### config.mk
export PLATFORM = sky130hd
export DESIGN_NAME = alu_sequencer
export DESIGN_NICKNAME = d
export VERILOG_FILES = /design/src/rtl/gb80_pkg.sv /design/src/rtl/alu_sequencer.sv
export SDC_FILE = /design/constraint.sdc
export NUM_CORES = 1
export LEC_CHECK = 0
export ABC_AREA = 0
export CAP_MARGIN = 15
export CORE_ASPECT_RATIO = 2
export CORE_UTILIZATION = 36
export CTS_BUF_LIST = sky130_fd_sc_hd__clkbuf_16
export DETAILED_ROUTE_END_ITERATION = 10
export PLACE_DENSITY = 0.82
export SLEW_MARGIN = 20
export SYNTH_ARGS = -nofsm -noshare
export SYNTH_HDL_FRONTEND = slang
export SYNTH_SLANG_ARGS = --single-unit
### constraint.sdc
create_clock -name i_clk -period 1.95 [get_ports i_clk]
set_clock_uncertainty 0.05 [all_clocks]
set_input_delay 0.585 -clock i_clk [delete_from_list [all_inputs] [get_ports i_clk]]
set_output_delay 0.585 -clock i_clk [all_outputs]
set_load 0.005 [all_outputs]
### src/rtl/gb80_pkg.sv
// gb80_pkg: shared definitions for the GB80 execute stage.
//   - ALU control encodings (ADD..CP) as driven on the alu control field
//   - F register bit positions (Z, N, H, C)
//   - register-file source indices for the 0x80-0xBF opcode block
//   - the ALU sequencer state enum
//   - opcode classification helpers
package gb80_pkg;

    localparam logic [2:0] ALU_ADD = 3'd0;
    localparam logic [2:0] ALU_ADC = 3'd1;
    localparam logic [2:0] ALU_SUB = 3'd2;
    localparam logic [2:0] ALU_SBC = 3'd3;
    localparam logic [2:0] ALU_AND = 3'd4;
    localparam logic [2:0] ALU_XOR = 3'd5;
    localparam logic [2:0] ALU_OR  = 3'd6;
    localparam logic [2:0] ALU_CP  = 3'd7;

    localparam int unsigned F_Z = 7;
    localparam int unsigned F_N = 6;
    localparam int unsigned F_H = 5;
    localparam int unsigned F_C = 4;

    localparam logic [2:0] REG_B      = 3'd0;
    localparam logic [2:0] REG_C      = 3'd1;
    localparam logic [2:0] REG_D      = 3'd2;
    localparam logic [2:0] REG_E      = 3'd3;
    localparam logic [2:0] REG_H      = 3'd4;
    localparam logic [2:0] REG_L      = 3'd5;
    localparam logic [2:0] REG_HL_IND = 3'd6;
    localparam logic [2:0] REG_A      = 3'd7;

    typedef enum logic [2:0] {
        ST_IDLE,
        ST_MEM,
        ST_PRIME,
        ST_ISSUE,
        ST_WB,
        ST_ERR
    } seq_state_e;

    // 0x80-0xBF register block
    function automatic logic op_is_reg_form(input logic [7:0] op);
        return op[7:6] == 2'b10;
    endfunction

    // 0xC6, 0xCE, ... 0xFE: d8 immediate forms
    function automatic logic op_is_imm_form(input logic [7:0] op);
        return (op[7:6] == 2'b11) && (op[2:0] == REG_HL_IND);
    endfunction

    // Ops whose result depends on the ALU's internal carry register
    function automatic logic op_uses_carry(input logic [2:0] ctrl);
        return (ctrl == ALU_ADC) || (ctrl == ALU_SBC);
    endfunction

endpackage

### src/rtl/alu_sequencer.sv
// alu_sequencer: execute-stage controller issuing GB80 8-bit ALU instructions
// to the external registered `alu`, then writing back A and F.
//
// Ports:
//   i_clk, i_rst_n          clock, synchronous active-low reset
//   i_valid / o_ready       instruction handshake (accept = i_valid && o_ready)
//   i_opcode, i_imm         SM83 opcode and d8 byte
//   i_reg_a, i_reg_f        current A and F
//   i_reg_hl                current HL (address for (HL) source)
//   o_rf_raddr, i_rf_rdata  combinational register-file read
//   o_mem_rd, o_mem_addr    memory read request at (HL)
//   i_mem_ack, i_mem_rdata  memory read completion and data
//   o_alu_a, o_alu_b        ALU operands
//   o_alu_ctrl              ALU op select (ADD..CP)
//   i_alu_data, i_alu_flags registered ALU result and {Z,N,H,CY}
//   o_wb_a_en, o_wb_a       A write-back
//   o_wb_f_en, o_wb_f       F write-back, {Z,N,H,C,4'b0}
//   o_done, o_err           completion pulse, unsupported-opcode pulse
module alu_sequencer
    import gb80_pkg::*;
#(
    parameter int unsigned DATA_WIDTH   = 8,
    parameter int unsigned OPCODE_WIDTH = 3
) (
    input  logic                    i_clk,
    input  logic                    i_rst_n,
    input  logic                    i_valid,
    output logic                    o_ready,
    input  logic [7:0]              i_opcode,
    input  logic [DATA_WIDTH-1:0]   i_imm,
    input  logic [DATA_WIDTH-1:0]   i_reg_a,
    input  logic [DATA_WIDTH-1:0]   i_reg_f,
    input  logic [15:0]             i_reg_hl,
    output logic [2:0]              o_rf_raddr,
    input  logic [DATA_WIDTH-1:0]   i_rf_rdata,
    output logic                    o_mem_rd,
    output logic [15:0]             o_mem_addr,
    input  logic                    i_mem_ack,
    input  logic [DATA_WIDTH-1:0]   i_mem_rdata,
    output logic [DATA_WIDTH-1:0]   o_alu_a,
    output logic [DATA_WIDTH-1:0]   o_alu_b,
    output logic [OPCODE_WIDTH-1:0] o_alu_ctrl,
    input  logic [DATA_WIDTH-1:0]   i_alu_data,
    input  logic [3:0]              i_alu_flags,
    output logic                    o_wb_a_en,
    output logic [DATA_WIDTH-1:0]   o_wb_a,
    output logic                    o_wb_f_en,
    output logic [DATA_WIDTH-1:0]   o_wb_f,
    output logic                    o_done,
    output logic                    o_err
);

    seq_state_e state, state_next;

    logic [2:0]            ctrl_q;
    logic [DATA_WIDTH-1:0] a_q;
    logic [DATA_WIDTH-1:0] b_q;
    logic                  c_q;
    logic [15:0]           hl_q;

    logic       accept;
    logic       is_reg_form;
    logic       is_imm_form;
    logic       is_legal;
    logic       src_is_mem;
    logic [2:0] dec_ctrl;

    // Only F.C is consumed; the remaining F bits are rebuilt from the ALU flags.
    logic unused_f_bits;
    assign unused_f_bits = ^{i_reg_f[DATA_WIDTH-1:F_C+1], i_reg_f[F_C-1:0]};

    assign o_rf_raddr  = i_opcode[2:0];
    assign is_reg_form = op_is_reg_form(i_opcode);
    assign is_imm_form = op_is_imm_form(i_opcode);
    assign is_legal    = is_reg_form || is_imm_form;
    assign src_is_mem  = is_reg_form && (i_opcode[2:0] == REG_HL_IND);
    assign dec_ctrl    = i_opcode[5:3];
    assign accept      = i_valid && (state == ST_IDLE);

    always_ff @(posedge i_clk) begin
        if (!i_rst_n) begin
            state  <= ST_IDLE;
            ctrl_q <= '0;
            a_q    <= '0;
            b_q    <= '0;
            c_q    <= 1'b0;
            hl_q   <= '0;
        end else begin
            state <= state_next;
            if (accept) begin
                ctrl_q <= dec_ctrl;
                a_q    <= i_reg_a;
                c_q    <= i_reg_f[F_C];
                hl_q   <= i_reg_hl;
                // For (HL) sources this value is overwritten in MEM.
                b_q    <= is_imm_form ? i_imm : i_rf_rdata;
            end
            if ((state == ST_MEM) && i_mem_ack) begin
                b_q <= i_mem_rdata;
            end
        end
    end

    always_comb begin
        state_next = state;
        o_ready    = 1'b0;
        o_mem_rd   = 1'b0;
        o_mem_addr = '0;
        o_alu_a    = '0;
        o_alu_b    = '0;
        o_alu_ctrl = '0;
        o_wb_a_en  = 1'b0;
        o_wb_a     = '0;
        o_wb_f_en  = 1'b0;
        o_wb_f     = '0;
        o_done     = 1'b0;
        o_err      = 1'b0;

        case (state)
            ST_IDLE: begin
                o_ready = 1'b1;
                if (i_valid) begin
                    if (!is_legal) begin
                        state_next = ST_ERR;
                    end else if (src_is_mem) begin
                        state_next = ST_MEM;
                    end else if (op_uses_carry(dec_ctrl)) begin
                        state_next = ST_PRIME;
                    end else begin
                        state_next = ST_ISSUE;
                    end
                end
            end

            ST_MEM: begin
                o_mem_rd   = 1'b1;
                o_mem_addr = hl_q;
                if (i_mem_ack) begin
                    state_next = op_uses_carry(ctrl_q) ? ST_PRIME : ST_ISSUE;
                end
            end

            // ADD 0xFF+0x01 sets the ALU carry register, ADD 0x00+0x00 clears it,
            // so the following ADC/SBC sees the F.C latched at accept.
            ST_PRIME: begin
                o_alu_ctrl = OPCODE_WIDTH'(ALU_ADD);
                o_alu_a    = c_q ? '1 : '0;
                o_alu_b    = DATA_WIDTH'(c_q);
                state_next = ST_ISSUE;
            end

            ST_ISSUE: begin
                o_alu_ctrl = OPCODE_WIDTH'(ctrl_q);
                o_alu_a    = a_q;
                o_alu_b    = b_q;
                state_next = ST_WB;
            end

            ST_WB: begin
                o_done      = 1'b1;
                o_wb_f_en   = 1'b1;
                o_wb_f[F_Z] = i_alu_flags[3];
                o_wb_f[F_N] = i_alu_flags[2];
                o_wb_f[F_H] = (ctrl_q == ALU_AND) ? 1'b1 : i_alu_flags[1];
                o_wb_f[F_C] = i_alu_flags[0];
                if (ctrl_q != ALU_CP) begin
                    o_wb_a_en = 1'b1;
                    o_wb_a    = i_alu_data;
                end
                state_next = ST_IDLE;
            end

            ST_ERR: begin
                o_done     = 1'b1;
                o_err      = 1'b1;
                state_next = ST_IDLE;
            end

            default: begin
                state_next = ST_IDLE;
            end
        endcase
    end

endmodule

---- Word level (Yosys, flattened, before mapping) ----
Cells that the tools add are included.
cells by class
  reduce and logical (&&, ||, !) cells .... 11
  equal/unequal tests ..................... 16
  multipliers ............................. 0
  bitwise operators ....................... 0
  $add $sub $neg .......................... 0
  div/mod/pow operators ................... 0
  multiplexer cells ....................... 26
  shifts and indexed selects .............. 0
  order comparisons ....................... 0
operators with widths
  cell                count
  $mux 8              6
  $pmux 8 s2          2
  $mux 16             1
  $eq 3x2->1 const B  4
  $eq 3x3->1 const B  4
  $mux 3              4
  $pmux 3 s4          1
  $mux 1              10
  $eq 3x1->1 const B  3
  $eq 2x2->1 const B  2
  $logic_and 1x1->1   4
  $mux 4              1
  $ne 2x2->1 const B  2
  $logic_not 3->1     1
  $logic_or 1x1->1    3
  $ne 3x3->1 const B  1
  $mux 2              1
  $reduce_and 2->1    1
  $reduce_bool 2->1   1
  $reduce_or 2->1     1
storage, ports and cells
  memories ................................ 0
  bits in latches ......................... 0
  bits in read-only memories .............. 0
  output and inout port bits .............. 60
  bits in writable memories ............... 0
  flip-flop bits (word level) ............. 39

---- Logic depth before layout (Yosys ltp) ----
Gate-level depths: netlist (run 1).
  depth after elaboration ................. 7
  mapped depth ............................ 7
  depth with buffers taken out ............ 4

---- Worst setup path before layout (run 1) ----
No wires, ideal clock.
  path type ............................... flip-flop to output port
  start ................................... register state[1]
  end ..................................... output o_wb_a[0]
  slack ................................... 0.112 ns
  cell stages (with the launch flop) ...... 6
  data required time ...................... 1.315 ns
  arrival ................................. 1.203 ns
  path through ............................ dfxtp_1 > buf_2 > nor2_1 > nand2_1 > a31oi_2 > and2_1
between the ends
  cells in the longest elaborated chain, start to end .. 2
RTL lines
  what                      line                  source
  start: declaration        alu_sequencer.sv:53   seq_state_e state, state_next;
  start signal: assignment  alu_sequencer.sv:89   state <= state_next;
  $eq 3x3->1                alu_sequencer.sv:119  case (state)
  $mux 8                    alu_sequencer.sv:119
  end: declaration          alu_sequencer.sv:46   output logic [DATA_WIDTH-1:0] o_wb_a,
No other way between the ends.

---- Worst setup path after layout (run 1) ----
  start ................................... register state[1]
  end ..................................... output o_mem_addr[2]
between the ends
  cells in the longest elaborated chain, start to end .. 2
RTL lines
  what              line                  source
  $eq 3x1->1        alu_sequencer.sv:119
  $mux 16           alu_sequencer.sv:119
  end: declaration  alu_sequencer.sv:37   output logic [15:0] o_mem_addr,
No other way between the ends.

==> impl_metrics.csv, run 1 <==
group,metric,value,unit
status,status,"finished, violations left",
status,violations,"negative setup slack",
sta,min_period,2230,ps
yosys,synth_top_area_cell,"dfxtp_1",
worst_setup_path,rr_startpoint,"state[0]",
floorplan,num_rows,38,
power_and_ir_drop,power.switching,0.980,mW
clock_tree,cts_buffers,5,
clock_tree,clk_latency,280,ps
sta,final-setup-viol-count,44,
power_and_ir_drop,power_density,782,nW/µm²
worst_setup_path,cp_slowest_stage_delay,370,ps
yosys,synth-main-ff-cell,"dfxtp_1",
yosys,synth_top_area_share,38.1,%
yosys,synth_cell_type_count,34,
clock_tree,root_buffer,"clkbuf_16",
route,drc,0,
yosys,synthesis.instances,269,
route,vias,2555,
worst_setup_path,cp-startpoint,"state[1]",
cells_and_area,multi_input_area,1250,µm²
cells_and_area,final_layout_size_suffix_gt1_share,36.8,%
cells_and_area,fillers,412,
cells_and_area,final_common_cell,"clkdlybuf4s50_1",
floorplan,die_h,109,µm
global_routing,antenna_found_initial,0,
floorplan,initial_core_util,37.5,%
yosys,synth_edf_count,0,
floorplan,die_area,6010,µm²
worst_setup_path,start_kind,"flop",
yosys,ys_ff_latch,39,
clock_tree,htreeDepth,2,
sta,fin_crit_sh,114,%
worst_setup_path,critPathBufInv,5,
power_and_ir_drop,p_leak,1.84,nW
global_routing,grt_max_degree,20,
yosys,avgSynthCellArea,7.61,µm²
placed_design,dp_slack,-396,ps
clock_tree,cts_hold_buffers,0,
route,detail-route-antenna-nets,0,
cells_and_area,finalInstanceArea,4000,µm²
sta,rsz0062_at_grt,"true",
job,cap_violations,0,
worst_setup_path,required,1310,ps
global_routing,grt_overflow,0,
global_routing,grt_usage,26.0,%
power_and_ir_drop,switching_share,31.3,%
placed_design,place_congestion,0.851,
power_and_ir_drop,clkPwrFrac,24.4,%
sta,hold_viol,0,
power_and_ir_drop,max-vdd-ir-drop,0.707,mV
min_path,hp-class,"reg -> reg",
placed_design,hpwl,5.07,mm
floorplan,die_w,55.3,µm
sta,setup_ws,-280,ps
yosys,yosysSeqAreaShare,38.1,%
power_and_ir_drop,intPower,2.15,mW
floorplan,num_io_pins,140,
route,finalWirelength,8.02,mm
placed_design,dpl_cell_area,3500,µm²
placed_design,port_buffers,128,
sta,maxSlewViolCount,0,
global_routing,grt_pass1_wl,12.3,mm
worst_setup_path,crit_slowest_cell,"dfxtp_4",
worst_setup_path,cp_data_arrival_time,1600,ps
worst_setup_path,worstPathMaxFanout,5,
cells_and_area,n_antenna_cell,0,
global_routing,grt_pass1_vias,2586,
worst_setup_path,path_cells,"buf_6 > nand2b_4 > nor2_4 > buf_6 > buf_6 > buf_6 > and2_4 > buf_6",
clock_tree,clkSinkCount,39,
worst_setup_path,path_class,"reg -> out",
sta,fmax,0.448,GHz
route,post_drt_wl_per_cell,16.2,µm
yosys,synth.area.top_cells,"dfxtp_1, nand2_1, and2_1",
min_path,min-delay-start,"hl_q[12]",
clock_tree,clkSlewWorstSetupHoldPaths,60,ps
cells_and_area,syn_to_final_growth,95.3,%
yosys,yosysWarnings,0,
worst_setup_path,end_kind,"primary output",
floorplan,coreArea,5470,µm²
yosys,async_reset_ff_share,0,%
clock_tree,cts_tree,"done",
cells_and_area,layout.nets,514,
clock_tree,ctsLongestPathBuffers,2,
power_and_ir_drop,pwr-share-comb,43.3,%
worst_setup_path,crit_top_cell,"buf_6",
power_and_ir_drop,pwr-share-seq,32.3,%
route,firstDrtPassIters,4,
yosys,syn-cell-area,2050,µm²
route,vias_per_cell,5.16,
worst_setup_path,cp_top_family,"buffers and inverters",
route,drtIter0Drc,93,
cells_and_area,ff_latch_area,792,µm²
cells_and_area,final_cell_mix,"clkdlybuf4s50_1, nand2_1, buf_6",
-- routing by layer --
layer	global-route usage (%)	vias to the layer above	part of all wire (%)
met5	0	-	0
met4	14.1	0	3.6
met3	3.44	19	4.8
met2	51.4	123	59
met1	25.5	1186	33
li1	-	1227	-
-- final timing paths --
| path | to | slack (ps) | cells past startpoint |
|---|---|---|---|
| max | o_mem_addr[2] | -280 | 8 |
| min | hl_q[12] | 400 | 2 |
| max reg2reg | b_q[3] | 150 | 8 |
| min reg2reg | hl_q[12] | 400 | 2 |
-- power by group through the flow --
stage	Sequential (mW)	Clock [mW]	Combinational, mW
floorplan	0.979	0	0.554
global placement	0.990	0	1.04
detailed placement	0.996	0	1.06
CTS	1.00	0.776	1.30
global route	1.03	0.816	1.47
finish	1.01	0.763	1.35
-- cells in the mapped netlist (2+ instances only) --
master,n
and3_1,4
clkbuf_1,8
a21oi_1,31
buf_4,10
buf_6,3
and2_1,35
a21o_1,9
a31oi_1,9
a21boi_0,2
nand2_1,61
inv_1,4
buf_2,3
dfxtp_1,39
nand3_1,16
nor2_1,9
a22oi_1,8
-- cells by family (layout without fill, tap and decap cells) --
group	count (synthesis)	in the layout	share of synthesized area (%)
xor gates and xnor gates	1	1	0.428
AOI/OAI and AO/OA	65	66	19.9
DFF	39	39	38.1
other	1	4	0.183
muxes	1	1	0.550
and+or+nand+nor	132	132	32.3
buffers and inverters	30	192	8.61
-- state kept, by name, indices dropped and copies added (netlist names) --
signal / count
state: 3
c_q: 1
hl_q: 16
a_q: 8
b_q: 8
ctrl_q: 3
-- worst reg2reg max path, stage by stage, from the launching register on --
cell and delay [ps]:
dfxtp_2 330, buf_6 130, buf_4 150, nor3_4 180, buf_4 150, and2_1 170, buf_4 240, nand3_1 140
a31oi_1 180
-- stage by stage --
stage,setup TNS (ps),instances,total power [mW],hold WS (ps),utilization (%)
finish,-5490,495,3.13,404,73.2
floorplan,0,272,1.53,382,-
detailed placement,-14360,466,2.06,392,64.1
global route,-7390,495,3.31,434,73.2
CTS,-7190,496,3.08,405,70.8
global placement,-13520,466,2.03,388,64.1
-- layout make-up --
type                            instances  share of cell area, %
Inverter                                5                  0.469
Clock buffer                            5                   3.13
Clock inverter                          3                  0.313
Tap cell                               60                   1.88
Sequential cell                        39                   19.8
Timing Repair Buffer                  179                   43.2
Multi-Input combinational cell        204                   31.2
-- what timing repair did --
item                       4_1_cts  5_1_grt
setup endpoints to repair       56       56
buffers inserted                17        3
cloned                           6        0
resized for setup              268       52
pin swaps                       27       20
Note: power is estimated with default switching activity, not from simulation.
==> run 2, diff against run 1 <==
--- a/config.mk
+++ b/config.mk
@@ -12,6 +12,7 @@
 export CTS_BUF_LIST = sky130_fd_sc_hd__clkbuf_16
 export DETAILED_ROUTE_END_ITERATION = 10
 export PLACE_DENSITY = 0.82
+export SKIP_CTS_REPAIR_TIMING = 1
 export SLEW_MARGIN = 20
 export SYNTH_ARGS = -nofsm -noshare
 export SYNTH_HDL_FRONTEND = slang
==> impl_metrics.csv, run 2 (synthesis results as in run 1) <==
group,metric,value,unit
route,drtIter0Drc,104,
placed_design,port_buffers,128,
sta,min_period,2270,ps
worst_setup_path,r2r-end,"ctrl_q[0]",
cells_and_area,finalInstanceArea,4020,µm²
cells_and_area,final_layout_size_suffix_gt1_share,35.5,%
sta,fin_hold_ws,398,ps
global_routing,grt_pass1_wl,10.7,mm
sta,final-setup-viol-count,44,
placed_design,hpwl,5.07,mm
cells_and_area,syn_to_final_growth,96.2,%
sta,hold_viol,0,
power_and_ir_drop,p_total,3.11,mW
sta,fin_crit_sh,116,%
placed_design,place_congestion,0.851,
cells_and_area,top_regs,"hl_q x16, a_q x8, b_q x8",
worst_setup_path,worstPathMaxFanout,5,
floorplan,die_h,109,µm
cells_and_area,final_cell_mix,"clkdlybuf4s50_1, nand2_1, buf_6",
placed_design,dp_slack,-396,ps
worst_setup_path,cp_data_arrival_time,1630,ps
worst_setup_path,cp-startpoint,"state[1]",
power_and_ir_drop,p_leak,1.97,nW
floorplan,coreArea,5470,µm²
clock_tree,cts_tree,"done",
clock_tree,clkSinkCount,39,
floorplan,die_w,55.3,µm
worst_setup_path,required,1310,ps
cells_and_area,final_common_cell,"clkdlybuf4s50_1",
sta,fmax,0.441,GHz
floorplan,initial_core_util,37.5,%
clock_tree,clkSlewWorstSetupHoldPaths,60,ps
status,violations,"negative setup slack",
placed_design,dpl.cell_count,466,
route,vias,2566,
clock_tree,htreeDepth,2,
worst_setup_path,path_class,"reg -> out",
status,status,"finished, violations left",
route,detail-route-antenna-nets,0,
worst_setup_path,r2r_slack,190,ps
cells_and_area,instances_no_fill,499,
global_routing,grt_pass1_vias,2311,
route,firstDrtPassIters,4,
power_and_ir_drop,max-vdd-ir-drop,0.744,mV
route,vias_per_cell,5.14,
cells_and_area,n_antenna_cell,0,
worst_setup_path,end_kind,"primary output",
floorplan,num_io_pins,140,
global_routing,grt_usage,22.5,%
sta,final.setup.tns,-7260,ps
sta,maxSlewViolCount,0,
worst_setup_path,rr_startpoint,"state[0]",
clock_tree,root_buffer,"clkbuf_16",
cells_and_area,postLayoutCoreUtil,73.5,%
min_path,min-delay-start,"hl_q[12]",
global_routing,grt_overflow,0,
worst_setup_path,start_kind,"flop",
power_and_ir_drop,power_density,775,nW/µm²
floorplan,num_rows,38,
worst_setup_path,endpoint,"o_mem_addr[12]",
cells_and_area,largest_reg_flops,16,
worst_setup_path,reg2reg_depth,8,
placed_design,dpl_cell_area,3500,µm²
sta,setup_ws,-315,ps
global_routing,antenna_found_initial,0,
route,finalWirelength,7.98,mm
min_path,hp-class,"reg -> reg",
job,cap_violations,0,
clock_tree,cts_buffers,5,
cells_and_area,top_register,"hl_q",
floorplan,die_area,6010,µm²
route,post_drt_wl_per_cell,16.0,µm
clock_tree,clk_latency,280,ps
sta,rsz0062_at_grt,"true",
route,drc,0,
clock_tree,ctsLongestPathBuffers,2,
global_routing,grt_max_degree,21,
cells_and_area,layout.nets,518,
## run 2: cell count changes in the layout (fill, tap and decap cells not counted), moves of 2 or more
cell             change
clkbuf_2            +18
buf_16               -2
dlymetal6s2s_1      +10
and2_1               +3
buf_6                -7
buf_4                -2
buf_2               -11
clkbuf_16            +2
clkdlybuf4s15_1      -5
and2_4               -3
## run 2: area by class of cell
class	count	area, µm²
inverter	5	18.8
clock inverter	3	12.5
sequential	39	790
timing repair buffer	183	1760
multi-input combinational	204	1240
tap	60	75.1
fill	386	1450
clock buffer	5	125
## run 2: layer usage
metal / GRT usage [%] / wire length, µm / vias up
li1: - / - / 1231
met1: 23.9 / 2690 / 1189
met2: 43.2 / 4560 / 122
met3: 3.56 / 425 / 24
met4: 9.46 / 312 / 0
met5: 0 / 0 / -
## run 2: worst min-delay path by stage
| stage | endpoint | slack [ps] | cells past startpoint |
|---|---|---|---|
| floorplan | hl_q[0] | 380 | 2 |
| global placement | hl_q[6] | 390 | 2 |
| detailed placement | hl_q[7] | 390 | 2 |
| CTS | hl_q[7] | 400 | 2 |
| global route | hl_q[15] | 430 | 2 |
| finish | hl_q[12] | 400 | 2 |
## run 2: where the power goes
part	internal [mW]	total, mW	switching (mW)
logic	0.750	1.34	0.586
registers	0.924	1.01	0.0893
clock network	0.462	0.765	0.304
## run 2: worst max-delay path, cell delays in order, from the launching register on
cell	delay [ps]
dfxtp_4	370
buf_6	110
nand2b_4	140
nor2_4	150
buf_4	130
buf_6	90
buf_4	110
and2_1	120
dlymetal6s2s_1	120
